[config.mk]
export PLATFORM = sky130hd
export DESIGN_NAME = ej32_mem_arb
export DESIGN_NICKNAME = d
export VERILOG_FILES = /design/src/rtl/ej32_pkg.sv /design/src/rtl/ej32_rr_pick.sv /design/src/rtl/ej32_mem_arb.sv
export SDC_FILE = /design/constraint.sdc
export NUM_CORES = 1
export LEC_CHECK = 0
export ABC_CLOCK_PERIOD_IN_PS = 2000
export BUFFER_PORTS_ARGS = -buffer_cell sky130_fd_sc_hd__buf_2
export CORE_MARGIN = 3
export CORE_UTILIZATION = 39
export CTS_CLUSTER_SIZE = 40
export DETAILED_ROUTE_END_ITERATION = 10
export PLACE_DENSITY = 0.81
export SYNTH_ARGS = -nofsm -noshare
export SYNTH_HDL_FRONTEND = slang
export SYNTH_SLANG_ARGS = --single-unit
[constraint.sdc]
create_clock -name clk -period 2 [get_ports clk]
set_clock_uncertainty 0.15 [all_clocks]
set_input_delay 0.3 -clock clk [delete_from_list [all_inputs] [get_ports clk]]
set_output_delay 0.3 -clock clk [all_outputs]
set_load 0.01 [all_outputs]
[src/rtl/ej32_pkg.sv]
// Shared types and helpers for the eJ32 memory bus arbiter.
package ej32_pkg;

    typedef logic [0:0] arb_state_t;

    localparam arb_state_t aIDLE = 1'b0;
    localparam arb_state_t aOWN  = 1'b1;

    localparam int unsigned REQ_BR = 0;
    localparam int unsigned REQ_LS = 1;
    localparam int unsigned REQ_IO = 2;

    // Bits needed to hold values 0..n-1; never less than one.
    function automatic int unsigned cnt_width(input int unsigned n);
        int unsigned w;
        w = 1;
        while ((32'd1 << w) < n) begin
            w++;
        end
        return w;
    endfunction

endpackage

[src/rtl/ej32_rr_pick.sv]
// Combinational rotating-priority picker: first set request at or after start_i wins.
module ej32_rr_pick #(
    parameter int unsigned NREQ = 3,
    parameter int unsigned IW   = 2
) (
    input  logic [NREQ-1:0] req_i,
    input  logic [IW-1:0]   start_i,
    output logic [NREQ-1:0] gnt_o,
    output logic            vld_o
);

    always_comb begin
        gnt_o = '0;
        vld_o = 1'b0;
        for (int unsigned i = 0; i < NREQ; i++) begin
            for (int unsigned j = 0; j < NREQ; j++) begin
                if (!vld_o && req_i[j] && (j == ((32'(start_i) + i) % NREQ))) begin
                    gnt_o[j] = 1'b1;
                    vld_o    = 1'b1;
                end
            end
        end
    end

endmodule

[src/rtl/ej32_mem_arb.sv]
// Byte-wide memory bus arbiter for the eJ32 core with locked bursts capped at BURST_MAX beats.
// Define EJ32_ARB_RR_EN for round-robin arbitration; otherwise the lowest index wins.
module ej32_mem_arb
    import ej32_pkg::*;
#(
    parameter int unsigned NREQ      = 3,
    parameter int unsigned ASZ       = 17,
    parameter int unsigned BURST_MAX = 4
) (
    input  logic              clk,
    input  logic              rst,
    input  logic [NREQ-1:0]   req_i,
    input  logic [NREQ-1:0]   lock_i,
    input  logic [NREQ-1:0]   we_i,
    input  logic [NREQ*ASZ-1:0] addr_i,
    input  logic [NREQ*8-1:0] wdata_i,
    output logic [NREQ-1:0]   gnt_o,
    output logic [NREQ-1:0]   rvld_o,
    output logic [7:0]        rdata_o,
    output logic [ASZ-1:0]    mem_addr_o,
    output logic              mem_we_o,
    output logic [7:0]        mem_wdata_o,
    input  logic [7:0]        mem_rdata_i,
    output logic              busy_o
);

    localparam int unsigned IW = cnt_width(NREQ);
    localparam int unsigned CW = cnt_width(BURST_MAX);

    arb_state_t      state_q, state_d;
    logic [IW-1:0]   owner_q, owner_d;
    logic [CW-1:0]   cnt_q, cnt_d;
    logic [NREQ-1:0] rvld_q, rvld_d;
    logic [ASZ-1:0]  addr_q, addr_d;

    logic [IW-1:0]   start;
    logic [NREQ-1:0] pick_gnt;
    logic            pick_vld;
    logic [IW-1:0]   pick_idx;

    logic            owned, own_req, own_lock, own_we, beat, release_bus;
    logic [ASZ-1:0]  own_addr;

`ifdef EJ32_ARB_RR_EN
    logic [IW-1:0] ptr_q, ptr_d;
    assign start = ptr_q;
`else
    assign start = '0;
`endif

    ej32_rr_pick #(
        .NREQ (NREQ),
        .IW   (IW)
    ) u_pick (
        .req_i   (req_i),
        .start_i (start),
        .gnt_o   (pick_gnt),
        .vld_o   (pick_vld)
    );

    always_comb begin
        pick_idx = '0;
        for (int unsigned j = 0; j < NREQ; j++) begin
            if (pick_gnt[j]) begin
                pick_idx = IW'(j);
            end
        end
    end

    assign owned    = (state_q == aOWN);
    assign own_req  = req_i[owner_q];
    assign own_lock = lock_i[owner_q];
    assign own_we   = we_i[owner_q];
    assign own_addr = addr_i[owner_q*ASZ +: ASZ];
    assign beat     = owned && own_req;

    // A cancel (owner dropped req) re-arbitrates exactly like a burst end.
    assign release_bus = !own_req || !own_lock || (cnt_q == CW'(BURST_MAX - 1));

    always_comb begin
        state_d = state_q;
        owner_d = owner_q;
        cnt_d   = cnt_q;
        addr_d  = addr_q;
        rvld_d  = '0;
`ifdef EJ32_ARB_RR_EN
        ptr_d   = ptr_q;
`endif
        if (beat) begin
            addr_d = own_addr;
            if (!own_we) begin
                rvld_d = NREQ'(1) << owner_q;
            end
        end
        if (!owned || release_bus) begin
            cnt_d = '0;
            if (pick_vld) begin
                state_d = aOWN;
                owner_d = pick_idx;
`ifdef EJ32_ARB_RR_EN
                ptr_d   = (32'(pick_idx) == NREQ - 1) ? '0 : pick_idx + 1'b1;
`endif
            end else begin
                state_d = aIDLE;
            end
        end else begin
            cnt_d = cnt_q + 1'b1;
        end
    end

    always_ff @(posedge clk) begin
        if (rst) begin
            state_q <= aIDLE;
            owner_q <= '0;
            cnt_q   <= '0;
            rvld_q  <= '0;
            addr_q  <= '0;
`ifdef EJ32_ARB_RR_EN
            ptr_q   <= '0;
`endif
        end else begin
            state_q <= state_d;
            owner_q <= owner_d;
            cnt_q   <= cnt_d;
            rvld_q  <= rvld_d;
            addr_q  <= addr_d;
`ifdef EJ32_ARB_RR_EN
            ptr_q   <= ptr_d;
`endif
        end
    end

    assign gnt_o       = owned ? (NREQ'(1) << owner_q) : '0;
    assign busy_o      = owned;
    assign rvld_o      = rvld_q;
    assign rdata_o     = mem_rdata_i;
    assign mem_addr_o  = beat ? own_addr : addr_q;
    assign mem_we_o    = beat && own_we;
    assign mem_wdata_o = wdata_i[owner_q*8 +: 8];

endmodule

== Yosys cells after proc, flatten, opt, wreduce, memory -nomap -nowiden ==
Index checks and enable logic that the tools add are counted.
Storage, ports and cells
  register bits: 25
  input bits: 94
Cells by class
  add/subtract/negate cells: 1
  multiply operators: 1
  $lt $le $gt $ge: 1
  equality and inequality tests: 1
  shift-type cells: 3
  multiplexer cells: 16
  bitwise operators: 1
  reductions and logical operators: 15
Operators with widths (count)
  51-bit by 8-bit indexed part select with 17-bit output: 1
  24-bit by 6-bit indexed part select with 8-bit output: 1
  17-bit 2-to-1 mux: 1
  1-bit 2-to-1 mux: 10
  2-bit by 5-bit multiplier with 7-bit output (second input constant): 1
  1-bit binary-select mux with 2-bit select: 3
  1-bit logical NOT: 5
  1-bit logical AND: 4
  1-bit logical OR: 3
  2-bit by 3-bit < comparator with 1-bit output (second input constant): 1
  3-bit 2-to-1 mux: 1
  3-bit OR reduction: 1
  1-bit by 2-bit left shift with 3-bit output (first input constant): 1
  2-bit by 1-bit adder with 2-bit output (second input constant): 1
  2-bit == test (second input constant): 1
  2-bit 2-to-1 mux: 1
  2-bit AND reduction: 1
  2-bit OR reduction: 1
  1-bit inverter: 1

== Logic depth before layout (Yosys ltp) ==
  depth after elaboration: 8
  mapped depth: 8
  depth with buffers taken out: 5

== By module ==
From an unflattened synthesis, not the netlist that was laid out.
Unflattened totals
  cells, all modules: 210
  area total of the unflattened synthesis: 1790.5 sq um
Modules (own cells, without submodules)
  ej32_mem_arb: times used 1, cells each 193, area an instance 1657.8 sq um, sequential area each 500.5 sq um
  ej32_rr_pick: times used 1, cells each 17, area an instance 132.6 sq um, sequential area each 0.0 sq um

== Worst setup path before layout ==
Ideal clock, no wire load.
  kind: flip-flop to output port
  from: reg owner_q[1]
  to: out mem_addr_o[15]
  arrival: 1.404 ns
  data required time: 1.550 ns
  slack: 0.146 ns
  cell stages (with the launch flop): 7
  cells stage by stage: dfxtp_1 > buf_4 > mux2i_1 > o21ai_2 > nand2_2 > buf_2 > mux2_1
Between the ends
  word-level cells in the longest chain between the ends: 4
Ends and longest elaborated chain
  start, declared: line ej32_mem_arb.sv:31  | logic [IW-1:0] owner_q, owner_d;
  start signal, assigned: line ej32_mem_arb.sv:123  | owner_q <= owner_d;
  parallel branches: the longest is 3 deep, another holds 2-bit by 5-bit multiplier with 7-bit output
  17-bit 2-to-1 mux *
  end, declared: line ej32_mem_arb.sv:20  | output logic [ASZ-1:0] mem_addr_o,
Mark *: on every way between the ends. The select of a mux whose other input is x is not followed.

== Final worst setup path ==
  from: reg owner_q[1]
  to: out mem_addr_o[10]
Same word-level chain as after synthesis.

==> impl_metrics.py <==
metrics = {
    "outcome": {
        "status": "finished, violations left",
        "violations": "negative setup slack",
    },
    "power": {
        "vdd_ir_drop_max_v": 0.0004658,
        "power_leakage_nw": 1.270,
        "powerDensity_nw_per_um2": 514.2,
    },
    "job": {
        "cap_violations": 0,
    },
    "worst_setup_path": {
        "cpPeakStageDelay_ps": 390,
        "r2r_slack_ps": 70,
        "cp.required_ps": 1550,
        "crit_fanout": 7,
        "rr_worst_depth": 8,
        "startpoint_type": "register",
        "endpoint_kind": "primary output",
        "arrival_ps": 1710,
        "r2r-start": "owner_q[1]",
        "slowest_stage": "dfxtp_4",
        "criticalPathCategory": "register to primary output",
        "cp_cell_sequence": "mux2i_2, o21ai_2, nand2_2, buf_8, mux2_4, buf_6",
        "r2r_end": "rvld_o[1]",
    },
    "route": {
        "drc_errors": 0,
        "wl_per_cell_um": 14.45,
        "drtAntennaViolNets": 0,
        "dr.pass1.iters": 4,
        "initialDrtViolationCount": 26,
        "viasPerCell": 4.964,
        "vias": 1807,
        "wirelength_mm": 5.259,
    },
    "die": {
        "die_y_um": 71.05,
        "core-area_um2": 4029,
        "ios": 135,
        "die-width_um": 71.05,
        "fp-row-count": 23,
        "dieArea_um2": 5048,
        "start_util_pct": 40.96,
    },
    "synthesis": {
        "ys_seq_elements": 25,
        "synth_compound_area_share_pct": 11.68,
        "async_flop_share_pct": 0,
        "synth-adder-area-share_pct": 0.7582,
        "yosysSeqAreaShare_pct": 30.33,
        "syn_area_um2": 1650,
        "syn_area_per_cell_um2": 8.507,
        "yosys.area_share.simple_pct": 19.79,
        "synthMuxAreaShare_pct": 28.66,
        "synthFlopType": "dfxtp_1",
        "yosys_warnings": 0,
        "synth_xor_area_share_pct": 0,
        "synth_top_family_by_area": "multiplexers",
        "synth_cell_types": 29,
        "syn_inst": 194,
        "synth_edf_count": 0,
        "syn_nets": 289,
    },
    "finish": {
        "nets": 410,
        "finalCoreUtilization_pct": 66.30,
        "areaGrowthSynthToFinish_pct": 61.86,
        "fillCellCount": 331,
        "layout_common_cells": "buf_2, mux2i_1, o21ai_0",
        "drive_above_1_share_pct": 55.73,
        "final_common_cell": "buf_2",
        "antenna_cells": 0,
        "layout.area.seq_um2": 505.5,
        "multi_input_area_um2": 1095,
    },
    "hold_path": {
        "holdPathStages": 2,
        "min_path_type": "input port to register",
        "min_to": "rvld_o[1]",
        "worstHoldStart": "we_i[1]",
    },
    "timing": {
        "hold_viol_final": 0,
        "min_period_ps": 2159,
        "maxSlewViolCount": 0,
        "rsz0062_at_grt": "true",
        "timing.hold.ws_ps": 56.20,
        "fin_ws_ps": -158.9,
        "finalCritPeriodShare_pct": 107.9,
        "fmax_mhz": 463.2,
        "setup_viol": 18,
        "max_slew.worst_pin.slew_ps": 470.2,
        "relSlewSlack_pct": 68.65,
    },
    "clocking": {
        "path_clk_slew_ps": 90,
        "clock_path_buffers": 2,
        "htreeDepth": 1,
        "cts-root-buf": "clkbuf_8",
        "cts_tree": "yes",
        "clock_latency_ps": 260,
        "cts.sinks": 25,
        "numCtsBuffers": 3,
    },
    "placement": {
        "io_buffers": 118,
        "post-place-ws_ps": 86.42,
        "routabilityCongestion": 0.7244,
        "hpwl_mm": 3.529,
    },
    "global_routing": {
        "grt_pass1_vias": 1747,
        "grt_pass1_wl_mm": 7.990,
        "grt_start_max_net_pins": 26,
        "grt.total_usage_pct": 19.26,
        "grt-ovfl-total": 0,
        "antenna_found_initial": 0,
    },
}
cell type report:
class                      count  share of cell area, %
inverter                       3                 0.4215
timing repair buffer         139                  35.64
sequential                    25                  18.92
multi-input combinational    143                  40.98
tap                           50                  2.342
clock buffer                   4                  1.686
layer usage:
metal  global-route usage (%)  routed length, um  vias up
met4                    1.461                 12        0
met3                    3.835                286        4
li1                         -                  -      902
met1                    23.36               2123      852
met2                    36.35               2836       49
met5                        0                  0        -
kinds of logic after synthesis:
kind of cell    Yosys count
mux                      45
flops                    25
fa+ha+maj                 1
buf+inv                  26
simple gates             62
compound gates           35
worst max-delay path: cells and delay by family, from the launching register on:
family	cells	cell delay, ps
compound gates	1	70
buf+inv	2	290
flops	1	390
mux	2	550
simple gates	1	140
where the power goes:
group          internal, W  switching, W
Sequential        0.000524     0.0000126
Clock             0.000142      0.000151
Combinational     0.000317      0.000227
sequential cells by signal, summed over array words and instances (netlist names):
register and cells:
addr_q 17, rvld_o 3, cnt_q 2, owner_q 2, busy_o 1
through the flow:
step / setup TNS, ps / instances / power, W / cell area [um2]
floorplan: 0 / 194 / 0.0007807 / 1650
global placement: 0 / 349 / 0.0009445 / 2273
detailed placement: 0 / 349 / 0.0009533 / 2273
CTS: -2112 / 356 / 0.001301 / 2460
global route: -3862 / 364 / 0.001455 / 2671
finish: -2446 / 364 / 0.001374 / 2671
timing repair:
item,CTS,global route
pin swaps,0,1
setup buffers,3,7
cloned,0,2
gates resized for setup,20,36
hold buffers,0,0
endpoints found under the setup margin,17,23
synth_stat cells, types with 2 or more instances:
cell type	instances	share of area, %
mux2i_1	27	16
o21ai_0	27	8.2
dfxtp_1	25	30
nand2_1	25	5.7
nor2b_1	18	6.8
mux2_2	11	7.5
buf_4	10	4.5
buf_2	8	2.4
mux2_1	7	4.8
clkbuf_1	5	1.1
nor2_1	5	1.1
inv_1	3	0.68
nand2b_1	3	1.1
nor4_1	3	1.1
a21oi_1	2	0.61
nor3_1	2	0.61
worst max path at each step:
stage | from | endpoint | slack [ps] | cells after the start
after global routing | owner_q[1] | mem_addr_o[5] | -230 | 6
after floorplan | owner_q[1] | mem_addr_o[15] | 150 | 6
after detailed placement | owner_q[1] | owner_q[1] | 90 | 5
final | owner_q[1] | mem_addr_o[10] | -160 | 6
after CTS | owner_q[1] | mem_addr_o[14] | -150 | 6
after global placement | owner_q[1] | mem_addr_o[5] | 130 | 6
(Power assumes the default switching activity.)
